`config.mk`:
```
export PLATFORM = sky130hd
export DESIGN_NAME = down_counter_4bit
export DESIGN_NICKNAME = d
export VERILOG_FILES = /design/src/rtl/down_counter_4bit_pkg.sv /design/src/rtl/down_counter_4bit_down_next.sv /design/src/rtl/down_counter_4bit.sv
export SDC_FILE = /design/constraint.sdc
export NUM_CORES = 1
export LEC_CHECK = 0
export CORE_MARGIN = 5
export CORE_UTILIZATION = 30
export CTS_CLUSTER_SIZE = 28
export DETAILED_ROUTE_END_ITERATION = 12
export HOLD_SLACK_MARGIN = 0.1
export PLACE_DENSITY = 0.63
export SETUP_SLACK_MARGIN = 0.2
export SYNTH_ARGS = -nofsm -noshare
export SYNTH_HDL_FRONTEND = slang
export SYNTH_SLANG_ARGS = --single-unit
```
`constraint.sdc`:
```
create_clock -name clk -period 1.9 [get_ports clk]
set_input_delay 0.19 -clock clk [delete_from_list [all_inputs] [get_ports clk]]
set_output_delay 0.19 -clock clk [all_outputs]
set_load 0.01 [all_outputs]
```
`src/rtl/down_counter_4bit_pkg.sv`:
```
// Shared types for the down counter: width default, terminal modes, FSM states.
// Imported by the counter top and its decrement helper.
package down_counter_4bit_pkg;

    localparam int DEFAULT_WIDTH = 4;

    typedef enum logic [1:0] {
        MODE_WRAP   = 2'b00,
        MODE_STOP   = 2'b01,
        MODE_RELOAD = 2'b10
    } mode_e;

    typedef enum logic [1:0] {
        ST_IDLE   = 2'b00,
        ST_COUNT  = 2'b01,
        ST_HALTED = 2'b10
    } state_e;

endpackage

```
`src/rtl/down_counter_4bit_down_next.sv`:
```
// Ripple borrow-chain decrementer: dec = value - 1, borrow_out set when value == 0.
// Purely combinational.
module down_next
    import down_counter_4bit_pkg::*;
#(
    parameter int WIDTH = DEFAULT_WIDTH
) (
    input  logic [WIDTH-1:0] value,
    output logic [WIDTH-1:0] dec,
    output logic             borrow_out
);

    logic [WIDTH:0] chain;

    assign chain[0] = 1'b1;

    for (genvar i = 0; i < WIDTH; i++) begin : g_bit
        assign dec[i]       = value[i] ^ chain[i];
        assign chain[i + 1] = chain[i] & ~value[i];
    end

    assign borrow_out = chain[WIDTH];

endmodule

```
`src/rtl/down_counter_4bit.sv`:
```
// Loadable down counter with WRAP / STOP / RELOAD terminal behaviour.
// expired is the HALTED state of the control FSM, so it is a registered level.
module down_counter_4bit
    import down_counter_4bit_pkg::*;
#(
    parameter int WIDTH = DEFAULT_WIDTH
) (
    input  logic             clk,
    input  logic             reset,
    input  logic             load,
    input  logic [WIDTH-1:0] load_data,
    input  logic             en,
    input  logic [1:0]       mode,
    output logic [WIDTH-1:0] count,
    output logic             zero,
    output logic             borrow,
    output logic             expired
);

    state_e           state_q;
    state_e           state_d;
    logic [WIDTH-1:0] count_q;
    logic [WIDTH-1:0] count_d;
    logic [WIDTH-1:0] reload_q;
    logic [WIDTH-1:0] reload_d;
    logic             borrow_q;
    logic             borrow_d;
    logic [WIDTH-1:0] dec;
    logic             at_zero;
    logic             is_wrap;
    logic             is_reload;
    logic             stop_hit;

    down_next #(
        .WIDTH (WIDTH)
    ) u_down_next (
        .value      (count_q),
        .dec        (dec),
        .borrow_out (at_zero)
    );

    // Mode 11 falls through to STOP behaviour.
    assign is_wrap   = (mode == MODE_WRAP);
    assign is_reload = (mode == MODE_RELOAD);
    assign stop_hit  = en && at_zero && !is_wrap && !is_reload;

    always_ff @(posedge clk) begin
        if (reset) begin
            state_q  <= ST_IDLE;
            count_q  <= '0;
            reload_q <= '0;
            borrow_q <= 1'b0;
        end else begin
            state_q  <= state_d;
            count_q  <= count_d;
            reload_q <= reload_d;
            borrow_q <= borrow_d;
        end
    end

    always_comb begin
        state_d = state_q;
        unique case (state_q)
            ST_IDLE: begin
                if (load)
                    state_d = ST_COUNT;
                else if (stop_hit)
                    state_d = ST_HALTED;
                else if (en)
                    state_d = ST_COUNT;
            end
            ST_COUNT: begin
                if (!load && stop_hit)
                    state_d = ST_HALTED;
            end
            ST_HALTED: begin
                if (load || (en && (is_wrap || is_reload)))
                    state_d = ST_COUNT;
            end
            default: state_d = ST_IDLE;
        endcase
    end

    always_comb begin
        count_d  = count_q;
        reload_d = reload_q;
        borrow_d = 1'b0;
        if (load) begin
            count_d  = load_data;
            reload_d = load_data;
        end else if (en) begin
            if (!at_zero) begin
                count_d = dec;
            end else if (is_wrap) begin
                // dec of zero is already all ones
                count_d  = dec;
                borrow_d = 1'b1;
            end else if (is_reload) begin
                count_d  = reload_q;
                borrow_d = 1'b1;
            end
        end
    end

    assign count   = count_q;
    assign zero    = at_zero;
    assign borrow  = borrow_q;
    assign expired = (state_q == ST_HALTED);

endmodule
```
### Yosys cells after proc, flatten, opt, wreduce, memory -nomap -nowiden

Cells that the tools add are included.

* bits of input ports: 10
* flip-flop bits (word level): 11

* equality and inequality tests: 7
* multiplexer cells: 13
* bitwise logic cells: 12
* reduce and logical (&&, ||, !) cells: 16

Operators with widths (count)
* 2-to-1 mux 4 bit: 5
* 2-to-1 mux 2 bit: 5
* inverter 1 bit: 6
* case mux 2 bit (3 select lines): 1
* logical AND 1 bit: 5
* == test 2 bit (second input constant): 2
* zero test 2 bit: 2
* != test 4 x 2 -> 1 bit (second input constant): 1
* != test 4 bit (second input constant): 1
* OR reduction 4 bit: 1
* AND 1 bit: 3
* zero test 1 bit: 3
* AND reduction 3 bit: 1
* bitwise XOR 1 bit: 3
* == test 2 x 1 -> 1 bit (second input constant): 1
* logical OR 1 bit: 2
* 2-to-1 mux 1 bit: 2
* != test 2 x 1 -> 1 bit (second input constant): 1
* != test 2 bit (second input constant): 1
* AND reduction 2 bit: 1
* nonzero test 2 bit: 1

### Longest topological paths before layout

* depth after elaboration: 10
* mapped depth: 7
* gate-level depth less buffers: 7

### Hierarchy

From an unflattened synthesis, not the netlist that was laid out.

* cells, all modules: 75
* area total of the unflattened synthesis: 624.3 µm²

By module, submodules not included
* down_counter_4bit: instances 1, cells an instance 65, area each 560.5 µm²
* down_next: instances 1, cells an instance 10, area each 63.8 µm²

### Worst setup path before layout

Ideal clock, no wire load.

* path type: flip-flop to flip-flop
* start: reg count_q[0], in the netlist count[0]
* end: reg count_q[1], in the netlist count[1]
* cell stages (with the launch flop): 8
* setup slack: 0.090 ns
* clock period less this slack: 1.810 ns
* data arrival time: 1.678 ns
* path buffers: 0
* setup time: 0.132 ns
* cells stage by stage: dfxtp_1 -> inv_1 -> ha_1 -> ha_1 -> ha_1 -> and4b_2 -> a221oi_1 -> a221oi_1

* longest elaborated chain between the ends: 7
* elaborated cells between the ends (all ways): 11

Ends and longest elaborated chain
* from (decl): RTL line down_counter_4bit.sv:22 `logic [WIDTH-1:0] count_q;`
* from (signal assigned): RTL line down_counter_4bit.sv:55 `count_q <= count_d;`
* inverter 1 bit *: RTL line down_counter_4bit_down_next.sv:19 `assign chain[i + 1] = chain[i] & ~value[i];`
* AND 1 bit * (3 in series): RTL line down_counter_4bit_down_next.sv:19
* named net zero: RTL line down_counter_4bit.sv:15 `output logic zero,`
* 2-to-1 mux 4 bit: RTL line down_counter_4bit.sv:92 `if (!at_zero) begin`
* 2-to-1 mux 4 bit: RTL line down_counter_4bit.sv:91 `end else if (en) begin`
* 2-to-1 mux 4 bit: RTL line down_counter_4bit.sv:88 `if (load) begin`

Mark *: on every way through the listed nets, which the timed path passes. The rest lies on a longest branch. The select of a mux whose other input is x is not followed.
A chain may end at the register's enable or synchronous reset.

### Worst setup path after layout

* start: reg count_q[1], in the netlist count[1]
* end: reg count_q[1], in the netlist count[1]

* longest elaborated chain between the ends: 7
* elaborated cells between the ends (all ways): 11

Ends and longest elaborated chain (RTL line)
* inverter 1 bit: down_counter_4bit_down_next.sv:19
* AND 1 bit (3 in series): down_counter_4bit_down_next.sv:19
* 2-to-1 mux 4 bit: down_counter_4bit.sv:92
* 2-to-1 mux 4 bit: down_counter_4bit.sv:91
* 2-to-1 mux 4 bit: down_counter_4bit.sv:88

Several ways; a longest one is shown, not always the timed one. The select of a mux whose other input is x is not followed.

==> out/qor_table.md <==
| Group | Parameter | Reported |
|---|---|---|
| flow run | Max capacitance violation total | 0 |
| clock network | Clock edge transition at the registers on the reported setup and hold paths | 0.07 ns |
| detailed routing | Average detailed-routed wire length per instance | 12.84 um |
| setup path | Endpoint kind of the worst setup timing path | flop |
| power | LEAKAGE | 0.3462 nW |
| synthesis | Sequential fraction of the synthesis area | 38.26% |
| setup path | Most Frequent Cell on Critical Path | sky130_fd_sc_hd__ha_4 |
| setup path | Ordered list of cells on the worst path | inv_1 > ha_4 > ha_4 > ha_4 > a21bo_4 > a221oi_2 > a221oi_1 |
| sta | Fin. Hold Viols | 0 |
| sta | Worst hold-check slack | 0.4642 ns |
| synthesis | Mapped Area | 575.6 um^2 |
| die | Std cell rows | 15 |
| detailed routing | Post-route DRC violation count | 0 |
| clock network | Clock tree sinks | 11 |
| detailed routing | Final WL | 1374 um |
| setup path | Critical path launch point type | flop |
| sta | Tmin final | 1.631 ns |
| hold path | End of the worst hold path | reload_q[0]$_SDFFE_PP0P_ |
| global routing | Number of antenna violations at the first check in global routing | 0 |
| final layout | Antenna diode count | 0 |
| setup path | Critical Path Stages | 7 |
| final layout | Final-stage net count | 96 |
| sta | Final setup vio count | 0 |
| setup path | Flop-to-flop setup slack | 0.27 ns |
| sta | Final Max Slew Viols | 0 |
| synthesis | Nets in the synthesized netlist | 74 |
| setup path | Endpoint of the lowest-slack register-to-register path | count[1]$_SDFFE_PP0P_ |
| detailed routing | Pre-antenna DRT Iters | 4 |
| clock network | Worst-Skew Late Latency | 0.27 ns |
| setup path | Worst reg-to-reg path cell count | 7 |
| sta | Worst-margin pin slew | 0.6038 ns |
| final layout | Layout Cells excl Fill | 107 |
| sta | Setup repair after global routing missed its margin | true |
| setup path | Worst EP required | 2.02 ns |
| detailed routing | Number of vias per cell after detailed routing | 4.813 |
| hold path | Startpoint of the tightest hold check path | reload_q[0]$_SDFFE_PP0P_ |
| synthesis | Count of unique library cells instantiated by Yosys | 23 |
| die | Horiz. Die Dim | 53.80 um |
| detailed routing | Total vias in the final route | 515 |
| placement | Routability cong. | 0.7192 |
| die | Die boundary height | 53.80 um |
| hold path | Path category of the worst min-delay check | reg -> reg |
| placement | Setup WS pre-CTS | 0.1380 ns |
| clock network | Deepest level of the CTS H-tree | 1 |
| clock network | TritonCTS clock tree | yes |
| placement | Number of buffers added on ports | 16 |
| synthesis | Warning count from the yosys run | 0 |
| die | Top-Level Pins | 17 |
| clock network | Clk Tree Root Cell | sky130_fd_sc_hd__clkbuf_4 |
| clock network | Cts-stage hold buffer count | 0 |
| clock network | Maximum count of clock buffers along a single path | 2 |
| die | Die area | 2894 um^2 |
| setup path | Startpoint of the worst-slack reg-to-reg timing path | count[1]$_SDFFE_PP0P_ |
| status | Run status | complete, no violations |
| hold path | Instance count along the most critical hold path | 2 |
| synthesis | Number of storage elements in the synthesis netlist | 11 |
| placement | DPL Wire Length | 1015 um |
| setup path | Family with the most delay on the worst path | compound AO/OA/AOI/OAI gates |
| sta | Post-Route Skew | 0.001470 ns |
| synthesis | Count of mapped cells out of synthesis | 61 |
| global routing | Global-route total usage across every layer | 11.20% |
| detailed routing | Post-DRT Antenna Nets | 0 |
| power | Worst ir drop on vdd | 358.5 uV |
| die | Core area | 1783 um^2 |
| final layout | Fraction of final layout cells with drive strength greater than 1 | 24.39% |
| detailed routing | Number of DRC violations after detailed-routing iteration 0 | 15 |
| setup path | Crit path arrival time | 1.75 ns |
| setup path | Worst Setup Path Type | reg -> reg |
| sta | Post-route worst setup slack | 0.2688 ns |
| power | Total power of the final layout | 0.5853 mW |
| global routing | Global route overflow | 0 |
| global routing | Wire length of the first global-routing pass | 2228 um |
| global routing | Maximum number of pins on one net before global-route repair | 15 |
| setup path | Highest net fanout along the worst path | 6 |
| synthesis | Syn_area_per_cell | 9.435 um^2 |
| final layout | Area delta synth->final | 48.26% |
| power | Cell area power density | 685.9 nW/um^2 |
| sta | Setup TNS | 0 ns |
| setup path | Critical Path Max Stage Delay | 0.33 ns |
| sta | Final cycle utilization of the critical path | 85.85% |
| sta | Maximum clock rate | 613.1 MHz |
| sta | Worst-case headroom to the max-slew limit | 59.62% |
| placement | Post-placement cell count | 101 |
| global routing | Via count of the first global-routing pass | 502 |
| setup path | Cell with the largest stage delay on the worst path | sky130_fd_sc_hd__dfxtp_2 |
| die | Starting Density | 32.28% |
| clock network | Clock buffer count from CTS | 3 |
| setup path | Total buffers and inverters traversed by the critical path | 1 |
-- routing by layer --
layer | GRT usage [%] | vias to the layer above | wire length (um)
li1 | - | 266 | -
met1 | 12.65 | 232 | 599
met2 | 17.74 | 15 | 660
met3 | 6.094 | 2 | 99
met4 | 3.830 | 0 | 14
met5 | 0 | - | 0
-- state kept, by name (all words and copies together) (netlist names) --
register  cells
reload_q      4
count         4
state_q       2
borrow        1
-- metrics by stage --
stage                     area [um^2]  utilization [%]
after floorplan                 580.6                -
after global placement          759.5            42.60
after detailed placement        759.5            42.60
after CTS                       815.8            45.75
after global routing            853.3            47.86
final                           853.3            47.86
-- cell usage in the layout (no fill, tap or decap), drive strengths merged, types with 2 or more instances in the layout --
cell and count:
o21ai 2, mux2i 3, nand2 3, a221oi 7, clkdlybuf4s50 15, dfxtp 11
inv 11, a21oi 2, buf 4, nand3b 3, nor2 3, o22ai 2
clkbuf 4, ha 3
-- synth_stat cells --
master | instances | area, um^2
sky130_fd_sc_hd__nand2_1 | 3 | 11.26
sky130_fd_sc_hd__o22ai_2 | 1 | 12.51
sky130_fd_sc_hd__dfxtp_1 | 11 | 220.2
sky130_fd_sc_hd__ha_1 | 3 | 37.54
sky130_fd_sc_hd__and4b_2 | 1 | 11.26
sky130_fd_sc_hd__o21ai_1 | 1 | 5.000
sky130_fd_sc_hd__a21bo_4 | 1 | 16.27
sky130_fd_sc_hd__nor2_1 | 3 | 11.26
sky130_fd_sc_hd__nand3b_1 | 3 | 22.52
sky130_fd_sc_hd__a211o_1 | 1 | 8.760
sky130_fd_sc_hd__buf_6 | 2 | 22.52
sky130_fd_sc_hd__o21ai_0 | 1 | 5.000
sky130_fd_sc_hd__a221oi_1 | 7 | 61.31
sky130_fd_sc_hd__or3_1 | 1 | 6.260
sky130_fd_sc_hd__o22ai_1 | 1 | 6.260
sky130_fd_sc_hd__a21oi_1 | 2 | 10.01
sky130_fd_sc_hd__a32o_2 | 1 | 11.26
sky130_fd_sc_hd__mux2i_1 | 3 | 30.03
sky130_fd_sc_hd__buf_2 | 1 | 5.000
sky130_fd_sc_hd__a211oi_1 | 1 | 7.510
sky130_fd_sc_hd__nor2b_1 | 1 | 6.260
sky130_fd_sc_hd__nor4_1 | 1 | 6.260
sky130_fd_sc_hd__inv_1 | 11 | 41.29
-- worst reg2reg max path, delay by kind of cell (launching register included) --
family	cells	cell delay, ns
adders and majority gates	3	0.49
buffers and inverters	1	0.06
AOI/OAI and AO/OA	3	0.61
DFF	1	0.33
-- worst max-delay path by stage --
stage	start	endpoint	slack, ns
after floorplan	count[0]$_SDFFE_PP0P_	count[1]$_SDFFE_PP0P_	0.20
after global placement	count[0]$_SDFFE_PP0P_	count[1]$_SDFFE_PP0P_	0.15
after detailed placement	count[0]$_SDFFE_PP0P_	count[1]$_SDFFE_PP0P_	0.14
after CTS	count[0]$_SDFFE_PP0P_	count[2]$_SDFFE_PP0P_	0.20
after global routing	count[0]$_SDFFE_PP0P_	count[1]$_SDFFE_PP0P_	0.18
final	count[1]$_SDFFE_PP0P_	count[1]$_SDFFE_PP0P_	0.27
-- where the power goes --
| group | internal, mW | switching (mW) |
|---|---|---|
| Clock | 0.0813 | 0.0782 |
| Sequential | 0.247 | 0.0110 |
| Combinational | 0.0950 | 0.0729 |
-- final cells by class --
type                    instances  area [um^2]
well taps                      25        31.28
multi-input cells              36        342.8
clock buffers                   4        26.28
flip-flops and latches         11        222.7
fillers                       176        929.6
repair buffers                 20        188.9
inverters                      11        41.29
-- kinds of logic (layout without fill, tap and decap cells) --
group           after synthesis  after routing  share of synthesized area, %
flops                        11             11                         38.26
mux                           3              3                         5.218
compound gates               17             17                         25.00
simple gates                 13             13                         13.04
fa+ha+maj                     3              3                         6.522
buf+inv                      14             35                         11.96
-- repair_timing --
action                                 CTS  global route
setup endpoints to repair                5             5
pin swaps                                4             7
gates resized for setup                  6             4
buffers inserted                         0             2
endpoints found under the hold margin    0             0
Power figures use the tool's default switching activity.
